==> config.mk <==
export PLATFORM = sky130hd
export DESIGN_NAME = wave_gen_param
export DESIGN_NICKNAME = d
export VERILOG_FILES = /design/src/rtl/wave_gen_pkg.sv /design/src/rtl/wave_shape.sv /design/src/rtl/wave_gen_param.sv
export SDC_FILE = /design/constraint.sdc
export NUM_CORES = 1
export LEC_CHECK = 0
export ABC_AREA = 1
export ABC_CLOCK_PERIOD_IN_PS = 5750
export BUFFER_PORTS_ARGS = -buffer_cell sky130_fd_sc_hd__buf_2
export CORE_UTILIZATION = 40
export DETAILED_ROUTE_END_ITERATION = 10
export HOLD_SLACK_MARGIN = 0.08
export PLACE_DENSITY_LB_ADDON = 0.15
export RECOVER_POWER = 100
export SLEW_MARGIN = 5
export SYNTH_ARGS = -nofsm -noshare
export SYNTH_HDL_FRONTEND = slang
export SYNTH_SLANG_ARGS = --single-unit
==> constraint.sdc <==
create_clock -name clk -period 5.75 [get_ports clk]
set_input_delay 1.15 -clock clk [delete_from_list [all_inputs] [get_ports clk]]
set_output_delay 1.15 -clock clk [all_outputs]
set_load 0.05 [all_outputs]
==> src/rtl/wave_gen_pkg.sv <==
// Shared mode encodings and reset-default helpers for the parametrised wave generator.
package wave_gen_pkg;

    typedef logic [2:0] mode_t;

    localparam mode_t MODE_SQUARE = 3'b000;
    localparam mode_t MODE_TRI    = 3'b001;
    localparam mode_t MODE_SAW_UP = 3'b010;
    localparam mode_t MODE_SAW_DN = 3'b011;

    // Half-scale threshold gives a 50% square wave out of reset.
    function automatic int unsigned default_duty(input int unsigned w);
        return 32'd1 << (w - 1);
    endfunction

endpackage

==> src/rtl/wave_shape.sv <==
// Combinational waveform shaper: phase index plus active mode/duty to an unattenuated sample.
module wave_shape #(
    parameter int WIDTH = 8
) (
    input  logic [WIDTH-1:0] p,
    input  logic [2:0]       sel,
    input  logic [WIDTH-1:0] duty,
    output logic [WIDTH-1:0] sample
);
    import wave_gen_pkg::*;

    logic [WIDTH-1:0] tri_v;

    // Doubled phase folds into a symmetric ramp; the top half is mirrored by inversion.
    assign tri_v = {p[WIDTH-2:0], 1'b0};

    always_comb begin
        sample = '0;
        case (sel)
            MODE_SQUARE: sample = (p < duty) ? '1 : '0;
            MODE_TRI:    sample = p[WIDTH-1] ? ~tri_v : tri_v;
            MODE_SAW_UP: sample = p;
            MODE_SAW_DN: sample = ~p;
            default:     sample = '0;
        endcase
    end

endmodule

==> src/rtl/wave_gen_param.sv <==
// Phase-accumulator function generator with period-aligned config shadowing and wrap strobe.
module wave_gen_param #(
    parameter int WIDTH = 8,
    parameter int ACC_W = 16
) (
    input  logic                     clk,
    input  logic                     rst,
    input  logic                     en,
    input  logic                     phase_clr,
    input  logic [ACC_W-1:0]         freq_step,
    input  logic [2:0]               sel,
    input  logic [WIDTH-1:0]         duty,
    input  logic [$clog2(WIDTH)-1:0] amp_shift,
    output logic [WIDTH-1:0]         out,
    output logic                     wrap
);
    import wave_gen_pkg::*;

    logic [ACC_W-1:0]         acc;
    logic [ACC_W:0]           sum;
    logic [WIDTH-1:0]         p;
    logic [WIDTH-1:0]         shaped;
    logic [2:0]               sel_a;
    logic [WIDTH-1:0]         duty_a;
    logic [$clog2(WIDTH)-1:0] shift_a;

    assign sum = {1'b0, acc} + {1'b0, freq_step};
    assign p   = acc[ACC_W-1 -: WIDTH];

    wave_shape #(.WIDTH(WIDTH)) u_shape (
        .p      (p),
        .sel    (sel_a),
        .duty   (duty_a),
        .sample (shaped)
    );

    // Config is only taken on a wrap while running, so a period never mixes two shapes.
    always_ff @(posedge clk or posedge rst) begin
        if (rst) begin
            acc     <= '0;
            out     <= '0;
            wrap    <= 1'b0;
            sel_a   <= MODE_SQUARE;
            duty_a  <= WIDTH'(default_duty(WIDTH));
            shift_a <= '0;
        end else if (phase_clr) begin
            acc     <= '0;
            out     <= '0;
            wrap    <= 1'b0;
            sel_a   <= sel;
            duty_a  <= duty;
            shift_a <= amp_shift;
        end else if (en) begin
            acc  <= sum[ACC_W-1:0];
            out  <= shaped >> shift_a;
            wrap <= sum[ACC_W];
            if (sum[ACC_W]) begin
                sel_a   <= sel;
                duty_a  <= duty;
                shift_a <= amp_shift;
            end
        end else begin
            wrap    <= 1'b0;
            sel_a   <= sel;
            duty_a  <= duty;
            shift_a <= amp_shift;
        end
    end

endmodule
==> run metrics, run 1 <==
CTS tree done; CTS root buffer clkbuf_8; # hold bufs at CTS 0; Starting DRT DRC Count 158; critical path's most frequent cell nand2_1; final setup fails 0; via count 2878; Fill cells 738; Finished Core Util 0.471; post-synthesis sequential element count 39; Sequential Power Share 0.387; Switching Share 0.386; global-route wire length before repair 12.8 mm; total track usage 0.215; failing checks max-capacitance violations, max-slew violations; IO buf count 42; Clock transition at path regs 0.07 ns; R2R depth 13; top-count cell post-synth nand2_1; I/O pins 43; Clock Latency Late Sink 0.29 ns; Sw Pwr 338 uW; P&R area growth vs syn 11.6%; number of synthesized flops with an enable pin 0; diode count 0; R2R Setup Slk 2.64 ns; setup TNS 0 ns; Post-synth ARST share 1.00; post-synthesis sequential area ratio 0.334; CP startpoint kind input pin; Final period util 0.639; cells along the critical path buf_2, ha_1, inv_1, fa_1, inv_1, nand2_1, a21oi_1, a21oi_1, o21ai_0, nand3_2, nand2_1, nor2_1, nand2_1, nand2_1; top post-synthesis cells by count nand2_1 (135), inv_1 (42), dfrtp_1 (38), nand3_1 (38), o21ai_0 (34); clock share of power 0.263; reg2reg end shift_a[2]; CP bufs+invs 3; biggest area consumer among synthesized cells dfrtp_1; Core Footprint 6940 um^2; post-synth cell types 38; VDD IR-drop max 0.111 mV; hold path endpoint out[4]; Mean Syn Cell Area 6.91 um^2; chip width 87.6 um; Mapped Area 2930 um^2; clk sinks 39; H-tree depth 2; crit path kind in2reg; combinational power share 0.350; DPL Wire Length 5.57 mm; worst r2r src acc[0]; DR DRC count 0; Setup Skew 0.00827 ns; RSZ-0062 raised after global routing no; max capacitance violation total 1; Starting Density 0.422; PD cells 268 nW/um^2; antenna violations before repair 0; Routed Wire Length 7.50 mm; crit-path leading delay family simple AND/OR/NAND/NOR gates; Yosys top cell area share 0.325; largest net degree at the start of global routing 40; largest fanout on the critical path 15; Via-to-Cell Ratio 5.12; std cell rows 30; internal power component 538 uW; top_reg_cell synth dfrtp_1; number of buffers created by CTS 5; nature of the critical path endpoint flip-flop; total gr overflow 0; worst endpoint required time 5.92 ns; Syn Nets 482; Avg WL per Cell 13.3 um; Yosys Warn Count 0; CP arrival 3.85 ns; register area 977 um^2; Post-layout nets 523; layout cells sized above 1 0.0923; Worst path max stage delay 0.50 ns; Post-CTS Setup Inserts 0; post-cts resize count 0; crit path max-delay cell type o21ai_0; height of the die 87.6 um; full die area 7670 um^2; worst relative slew slack -0.440; Pleak 1.74 nW; WHS Path Cells 2; final hold vios 0; routability cong. 0.920; Max Transition Viols Final 40; Slew @ Worst Pin 2.16 ns; fmax 0.272 GHz; number of global-route vias before repair 2740; Tmin final 3.68 ns; Post-Synthesis Cells 424; Hold Path Class reg2reg; Area contributors post-synth dfrtp_1 (32%), nand2_1 (17%), ha_1 (9.8%), nand3_1 (6.5%), o21ai_0 (5.8%); drt first pass iters 4; multi-input logic area 1690 um^2; Final ANT Viol Nets 0; Hold Crit Start out[4]; outcome complete, but fails checks; clk buf depth 2
[layout make-up]
type | count | area share
clock buffers | 7 | 0.0234
clock inverters | 1 | 0.00919
inverters | 44 | 0.0505
multi-input cells | 331 | 0.517
flip-flops and latches | 39 | 0.299
well taps | 96 | 0.0368
repair buffers | 44 | 0.0639
[logic make-up (layout without fill, tap and decap cells)]
logic type / Yosys count / count (layout) / share of synthesized area
flip-flops: 39 / 39 / 0.334
XOR/XNOR: 4 / 4 / 0.0120
adder cells (fa/ha/maj): 24 / 24 / 0.105
buffers and inverters: 54 / 96 / 0.0765
AO/OA/AOI/OAI: 87 / 87 / 0.166
AND/OR/NAND/NOR: 216 / 216 / 0.307
[worst register-to-register path: cells and delay by family (launching register included)]
kind                       cells  cell delay, ns
and+or+nand+nor                6            1.12
adders and majority gates      2            0.51
buffers and inverters          2            0.13
DFF                            1            0.35
AOI/OAI and AO/OA              3            0.87
[power by group through the flow]
stage                     sequential [mW]  clock [mW]  combinational [mW]
after CTS                           0.339       0.239               0.316
after floorplan                     0.349           0               0.233
after global routing                0.345       0.249               0.351
final                               0.339       0.230               0.306
after detailed placement            0.345           0               0.313
after global placement              0.344           0               0.310
[cell usage in the layout (no fill, tap or decap), types with 2 or more instances in the layout]
| master | n |
|---|---|
| a21oi_1 | 34 |
| ha_1 | 23 |
| clkbuf_1 | 13 |
| inv_1 | 43 |
| clkbuf_8 | 5 |
| o21ai_1 | 2 |
| dfrtp_1 | 38 |
| o21ai_0 | 38 |
| xnor2_1 | 3 |
| buf_2 | 32 |
| nor2_1 | 33 |
| nand2_1 | 136 |
| nand3_1 | 38 |
| nor3_1 | 3 |
| o22ai_1 | 4 |
| o31ai_1 | 2 |
| nand4_1 | 2 |
[state kept, by name, indices dropped and copies added (netlist names)]
| register | count |
|---|---|
| acc | 16 |
| duty_a | 8 |
| out | 8 |
| sel_a | 3 |
| shift_a | 3 |
| wrap | 1 |
[routing by layer]
metal / routed length (um) / GRT usage
met4: 57 / 0.0551
met5: 0 / 0
met1: 3890 / 0.299
met2: 3300 / 0.349
met3: 256 / 0.0349
[how the worst max path moves through the flow]
stage | from | endpoint | slack (ns) | depth (start not counted)
final | freq_step[0] | shift_a[2] | 2.07 | 14
after floorplan | freq_step[0] | shift_a[0] | 2.90 | 14
after detailed placement | freq_step[0] | shift_a[2] | 2.62 | 14
after global routing | freq_step[0] | duty_a[2] | 1.75 | 14
after global placement | freq_step[0] | shift_a[1] | 2.68 | 14
after CTS | freq_step[0] | shift_a[2] | 2.93 | 14
[per-stage QoR]
| stage | instances | setup slack [ns] | power, mW | instance area (um^2) | hold slack (ns) |
|---|---|---|---|---|---|
| 3_5_place_dp | 554 | 2.62 | 0.658 | 3210 | 0.461 |
| 2_1_floorplan | 424 | 2.90 | 0.582 | 2930 | 0.446 |
| 6_report | 562 | 2.07 | 0.876 | 3270 | 0.485 |
| 3_3_place_gp | 554 | 2.68 | 0.654 | 3210 | 0.457 |
| 5_1_grt | 562 | 1.75 | 0.945 | 3270 | 0.513 |
| 4_1_cts | 562 | 2.93 | 0.894 | 3320 | 0.487 |
(Power assumes the default switching activity.)
==> run 2, diff against run 1 <==
Settings changed: ABC_AREA 1 to 0, ABC_CLOCK_PERIOD_IN_PS 5750 to 2980.
Clock period 5.75 ns to 2.98 ns, I/O delays scaled along.
==> run metrics, run 2 <==
Starting DRT DRC Count 137; worst endpoint required time 3.16 ns; met2 usage 0.352; Core Footprint 8220 um^2; Setup Skew 0.0118 ns; layout cells sized above 1 0.129; std cell rows 33; critical path's most frequent cell a221o_1; max reg flops 16; largest fanout on the critical path 18; CP startpoint kind flip-flop; R2R Setup Slk 0.30 ns; number of global-route vias before repair 3029; RSZ-0062 raised after global routing no; Pleak 1.73 nW; diode count 0; Clock Latency Late Sink 0.30 ns; Tot Pwr 2.09 mW; Clock transition at path regs 0.09 ns; Post-layout nets 506; pre-CTS WS 0.326 ns; top_reg_cell synth dfrtp_1; via count 3298; nature of the critical path endpoint flip-flop; Post-CTS Setup Inserts 0; commonest non-fill, non-tap cell in the layout dfrtp_1; VDD IR-drop max 0.197 mV; post-route cell area 3810 um^2; Routed Wire Length 9.39 mm; PD cells 550 nW/um^2; antenna violations before repair 0; Yosys top cell area share 0.281; worst relative slew slack 0.274; total track usage 0.228; number of buffers created by CTS 5; largest family of logic cells by synthesized area compound AO/OA/AOI/OAI gates; cells along the critical path nor3b_1, a221oi_1, o22ai_1, mux2_1, a221o_1, a221o_1; Final ANT Viol Nets 0; Tmin final 2.68 ns; # hold bufs at CTS 0; GR Util met3 0.0348; post-synthesis sequential area ratio 0.288; final non-filler cell total 554; most frequent cells in the layout dfrtp_1 (38), buf_2 (32), a21oi_1 (31); Syn Nets 469; biggest area consumer among synthesized cells dfrtp_1; worst r2r src sel_a[0]; Fill cells 823; max capacitance violation total 0; post-cts resize count 0; Final period util 0.898; CP Launch Point sel_a[0]; met1 usage 0.334; number of synthesized flops with an enable pin 0; Max Transition Viols Final 0; Post-synth ARST share 1.00; chip width 94.0 um; DPL Wire Length 6.65 mm; Starting Density 0.412; placed cell count 546; Mean Syn Cell Area 8.24 um^2; top-count cell post-synth dfrtp_1; Hold Path Class reg2reg; setup TNS 0 ns; P&R area growth vs syn 12.3%; GR peak layer met2; Slew @ Worst Pin 1.09 ns; Area contributors post-synth dfrtp_1 (28%), ha_1 (8.5%), o211ai_1 (4.7%), a21oi_1 (4.6%), nand3_1 (4.4%); Adder-Cell Fraction of Synth Area 0.0908; crit path max-delay cell type dfrtp_1; Synth Area in Compound Gates 0.311; outcome completed; Largest regs acc (16), duty_a (8), out (8); total gr overflow 0; post-synth cell types 62; fmax 0.374 GHz; Worst path max stage delay 0.58 ns; Avg WL per Cell 16.9 um; Finished Core Util 0.463; CTS tree done; CP arrival 2.86 ns; Hold Crit Start out[4]; fin worst setup slack 0.304 ns; IO buf count 42; Via-to-Cell Ratio 5.95; clk sinks 39; height of the die 94.0 um; full die area 8840 um^2; drt first pass iters 4; H-tree depth 2; crit path kind reg2reg; Yosys Warn Count 0; I/O pins 43; largest net degree at the start of global routing 40; DP Area 3730 um^2; simple-gate area share of the yosys netlist 0.200; routability cong. 0.812; Post-Synthesis Cells 411; final setup fails 0; Reg with most FFs acc; top post-synthesis cells by count dfrtp_1 (38), a21oi_1 (31), nand3_1 (30); Synth Area in XOR/XNOR 0.0233; CTS root buffer clkbuf_8; global-route wire length before repair 15.7 mm; post-synthesis sequential element count 39; final hold vios 0; clk buf depth 2; WHS 0.490 ns; DR DRC count 0; Mapped Area 3390 um^2; mux share of post-synthesis cell area 0.0244
run 2: path summary, 6_finish.rpt:
kind                       cells after the start         to
min in group asynchronous                      3     acc[0]
hold / removal                                 1     out[4]
hold reg to reg                                1     out[4]
max in group asynchronous                      3  duty_a[0]
setup / recovery                               6     out[0]
setup reg to reg                               6     out[0]
run 2: area by class of cell:
| cell class | count | area [um^2] | share of cell area |
|---|---|---|---|
| multi-input cells | 321 | 2190 | 0.577 |
| clock buffers | 6 | 82.6 | 0.0217 |
| repair buffers | 58 | 295 | 0.0776 |
| inverters | 23 | 86.3 | 0.0227 |
| flip-flops and latches | 39 | 977 | 0.257 |
| well taps | 105 | 131 | 0.0345 |
| clock inverters | 2 | 38.8 | 0.0102 |
run 2: critical path, delay by kind of cell (launching register included):
family	cells	cell delay, ns
AOI/OAI and AO/OA	4	1.35
DFF	1	0.58
muxes	1	0.36
and+or+nand+nor	1	0.28
run 2: where the power goes:
| part | leakage (nW) | internal, mW | switching, mW |
|---|---|---|---|
| Sequential | 0.498 | 0.608 | 0.127 |
| Combinational | 1.17 | 0.355 | 0.516 |
| Clock | 0.0618 | 0.276 | 0.212 |
| Total | 1.73 | 1.24 | 0.855 |
run 2: per-layer routing:
metal	up-vias	routed length [um]
li1	1640	-
met1	1588	4740
met2	62	4230
met3	8	333
met4	0	87
met5	-	0
run 2: cells by family (layout without fill, tap and decap cells):
group / count (synthesis) / after routing
AOI/OAI and AO/OA: 148 / 148
xor gates and xnor gates: 9 / 9
adders and majority gates: 24 / 24
buffers and inverters: 51 / 89
DFF: 39 / 39
muxes: 8 / 8
and+or+nand+nor: 132 / 132
==> run 3, diff against run 2 <==
Settings changed: CORE_UTILIZATION 40 to 53.
==> run metrics, run 3 (synthesis results as in run 2) <==
DPL Wire Length 6.28 mm; chip width 82.0 um; DR DRC count 0; Setup Skew 0.00834 ns; Tmin final 2.64 ns; fmax 0.379 GHz; IO buf count 42; most frequent cells in the layout dfrtp_1 (38), buf_2 (32), a21oi_1 (31); P&R area growth vs syn 10.9%; cells along the critical path clkbuf_1, clkbuf_1, nand2_1, clkbuf_2, o21ai_0, o31ai_1, a311o_1; std cell rows 28; reg2reg end shift_a[2]; Starting Density 0.562; total track usage 0.290; DP Area 3670 um^2; Slew @ Worst Pin 1.06 ns; Starting DRT DRC Count 298; CTS root buffer clkbuf_8; CP Launch Point en; Fill cells 559; max capacitance violation total 0; Routed Wire Length 9.00 mm; antenna violations before repair 0; crit path kind in2reg; via count 3382; number of global-route vias before repair 3085; diode count 0; critical path's most frequent cell clkbuf_1; CTS tree done; drt first pass iters 5; Post-CTS Setup Inserts 0; Clock Latency Late Sink 0.30 ns; Via-to-Cell Ratio 6.50; routability cong. 0.868; worst r2r src acc[11]; max reg flops 16; CP bufs+invs 3; worst endpoint required time 3.16 ns; Final period util 0.885; Largest regs acc (16), duty_a (8), out (8); post-cts resize count 0; crit-path leading delay family buffers and inverters; Post-layout nets 502; WHS 0.482 ns; layout cells sized above 1 0.128; Clock transition at path regs 0.09 ns; total gr overflow 0; full die area 6720 um^2; Core Footprint 6030 um^2; R2R Setup Slk 0.43 ns; number of buffers created by CTS 5; outcome completed; PD cells 554 nW/um^2; worst relative slew slack 0.295; Max Transition Viols Final 0; height of the die 82.0 um; clk sinks 39; Hold Path Class reg2reg; final hold vios 0; Avg WL per Cell 17.3 um; post-route cell area 3760 um^2; WHS Path Cells 1; Tot Pwr 2.08 mW; VDD IR-drop max 0.360 mV; commonest non-fill, non-tap cell in the layout dfrtp_1; largest net degree at the start of global routing 40; CP arrival 2.82 ns; Pleak 1.72 nW; CP startpoint kind input pin; RSZ-0062 raised after global routing no; Final ANT Viol Nets 0; global-route wire length before repair 14.8 mm; # hold bufs at CTS 0; hold path endpoint out[4]; largest fanout on the critical path 33; Reg with most FFs acc; final setup fails 0; nature of the critical path endpoint flip-flop; setup TNS 0 ns; crit path max-delay cell type clkbuf_1; clk buf depth 2; Hold Crit Start out[4]; R2R depth 6; I/O pins 43; H-tree depth 2; Worst path max stage delay 0.67 ns
-- run 3: cell count changes in the layout (fill, tap and decap cells not counted), sizes merged --
cell	before	now
clkinv	1	2
buf	40	38
inv	23	22
clkbuf	24	22
-- run 3: per-stage QoR --
| step | cells | setup slack, ns | util |
|---|---|---|---|
| 5_1_grt | 520 | 0.257 | 0.624 |
| 3_3_place_gp | 512 | 0.287 | 0.609 |
| 4_1_cts | 520 | 0.475 | 0.629 |
| 3_5_place_dp | 512 | 0.236 | 0.609 |
| 6_report | 520 | 0.344 | 0.624 |
| 2_1_floorplan | 411 | 0.507 | - |
-- run 3: final cells by class --
| cell class | count | area, um^2 | share of cell area |
|---|---|---|---|
| timing repair buffer | 54 | 282 | 0.0749 |
| clock inverter | 2 | 35.0 | 0.00932 |
| tap | 75 | 93.8 | 0.0250 |
| clock buffer | 6 | 82.6 | 0.0220 |
| inverter | 23 | 86.3 | 0.0230 |
| multi-input combinational | 321 | 2200 | 0.586 |
| sequential | 39 | 977 | 0.260 |
-- run 3: worst max path at each step --
stage / slack [ns] / endpoint / cells after the start
final: 0.34 / shift_a[2] / 7
after global routing: 0.26 / shift_a[2] / 7
after CTS: 0.47 / out[0] / 6
after detailed placement: 0.24 / shift_a[2] / 11
after global placement: 0.29 / shift_a[2] / 11
after floorplan: 0.51 / duty_a[0] / 10
-- run 3: per-layer routing --
layer / vias to the layer above / global-route usage / part of all wire
li1: 1622 / - / -
met1: 1612 / 0.405 / 0.48
met2: 127 / 0.444 / 0.44
met3: 21 / 0.0544 / 0.060
met4: 0 / 0.100 / 0.016
met5: - / 0 / 0
-- run 3: worst register-to-register path, delay by kind of cell (launching register included) --
| family | cells | cell delay, ns |
|---|---|---|
| adders and majority gates | 1 | 0.42 |
| AOI/OAI and AO/OA | 4 | 1.18 |
| and+or+nand+nor | 1 | 0.40 |
| DFF | 1 | 0.50 |
-- run 3: report_power, final --
group | total, mW | internal (mW) | switching, mW
logic | 0.864 | 0.350 | 0.515
clock network | 0.481 | 0.271 | 0.209
registers | 0.735 | 0.608 | 0.127
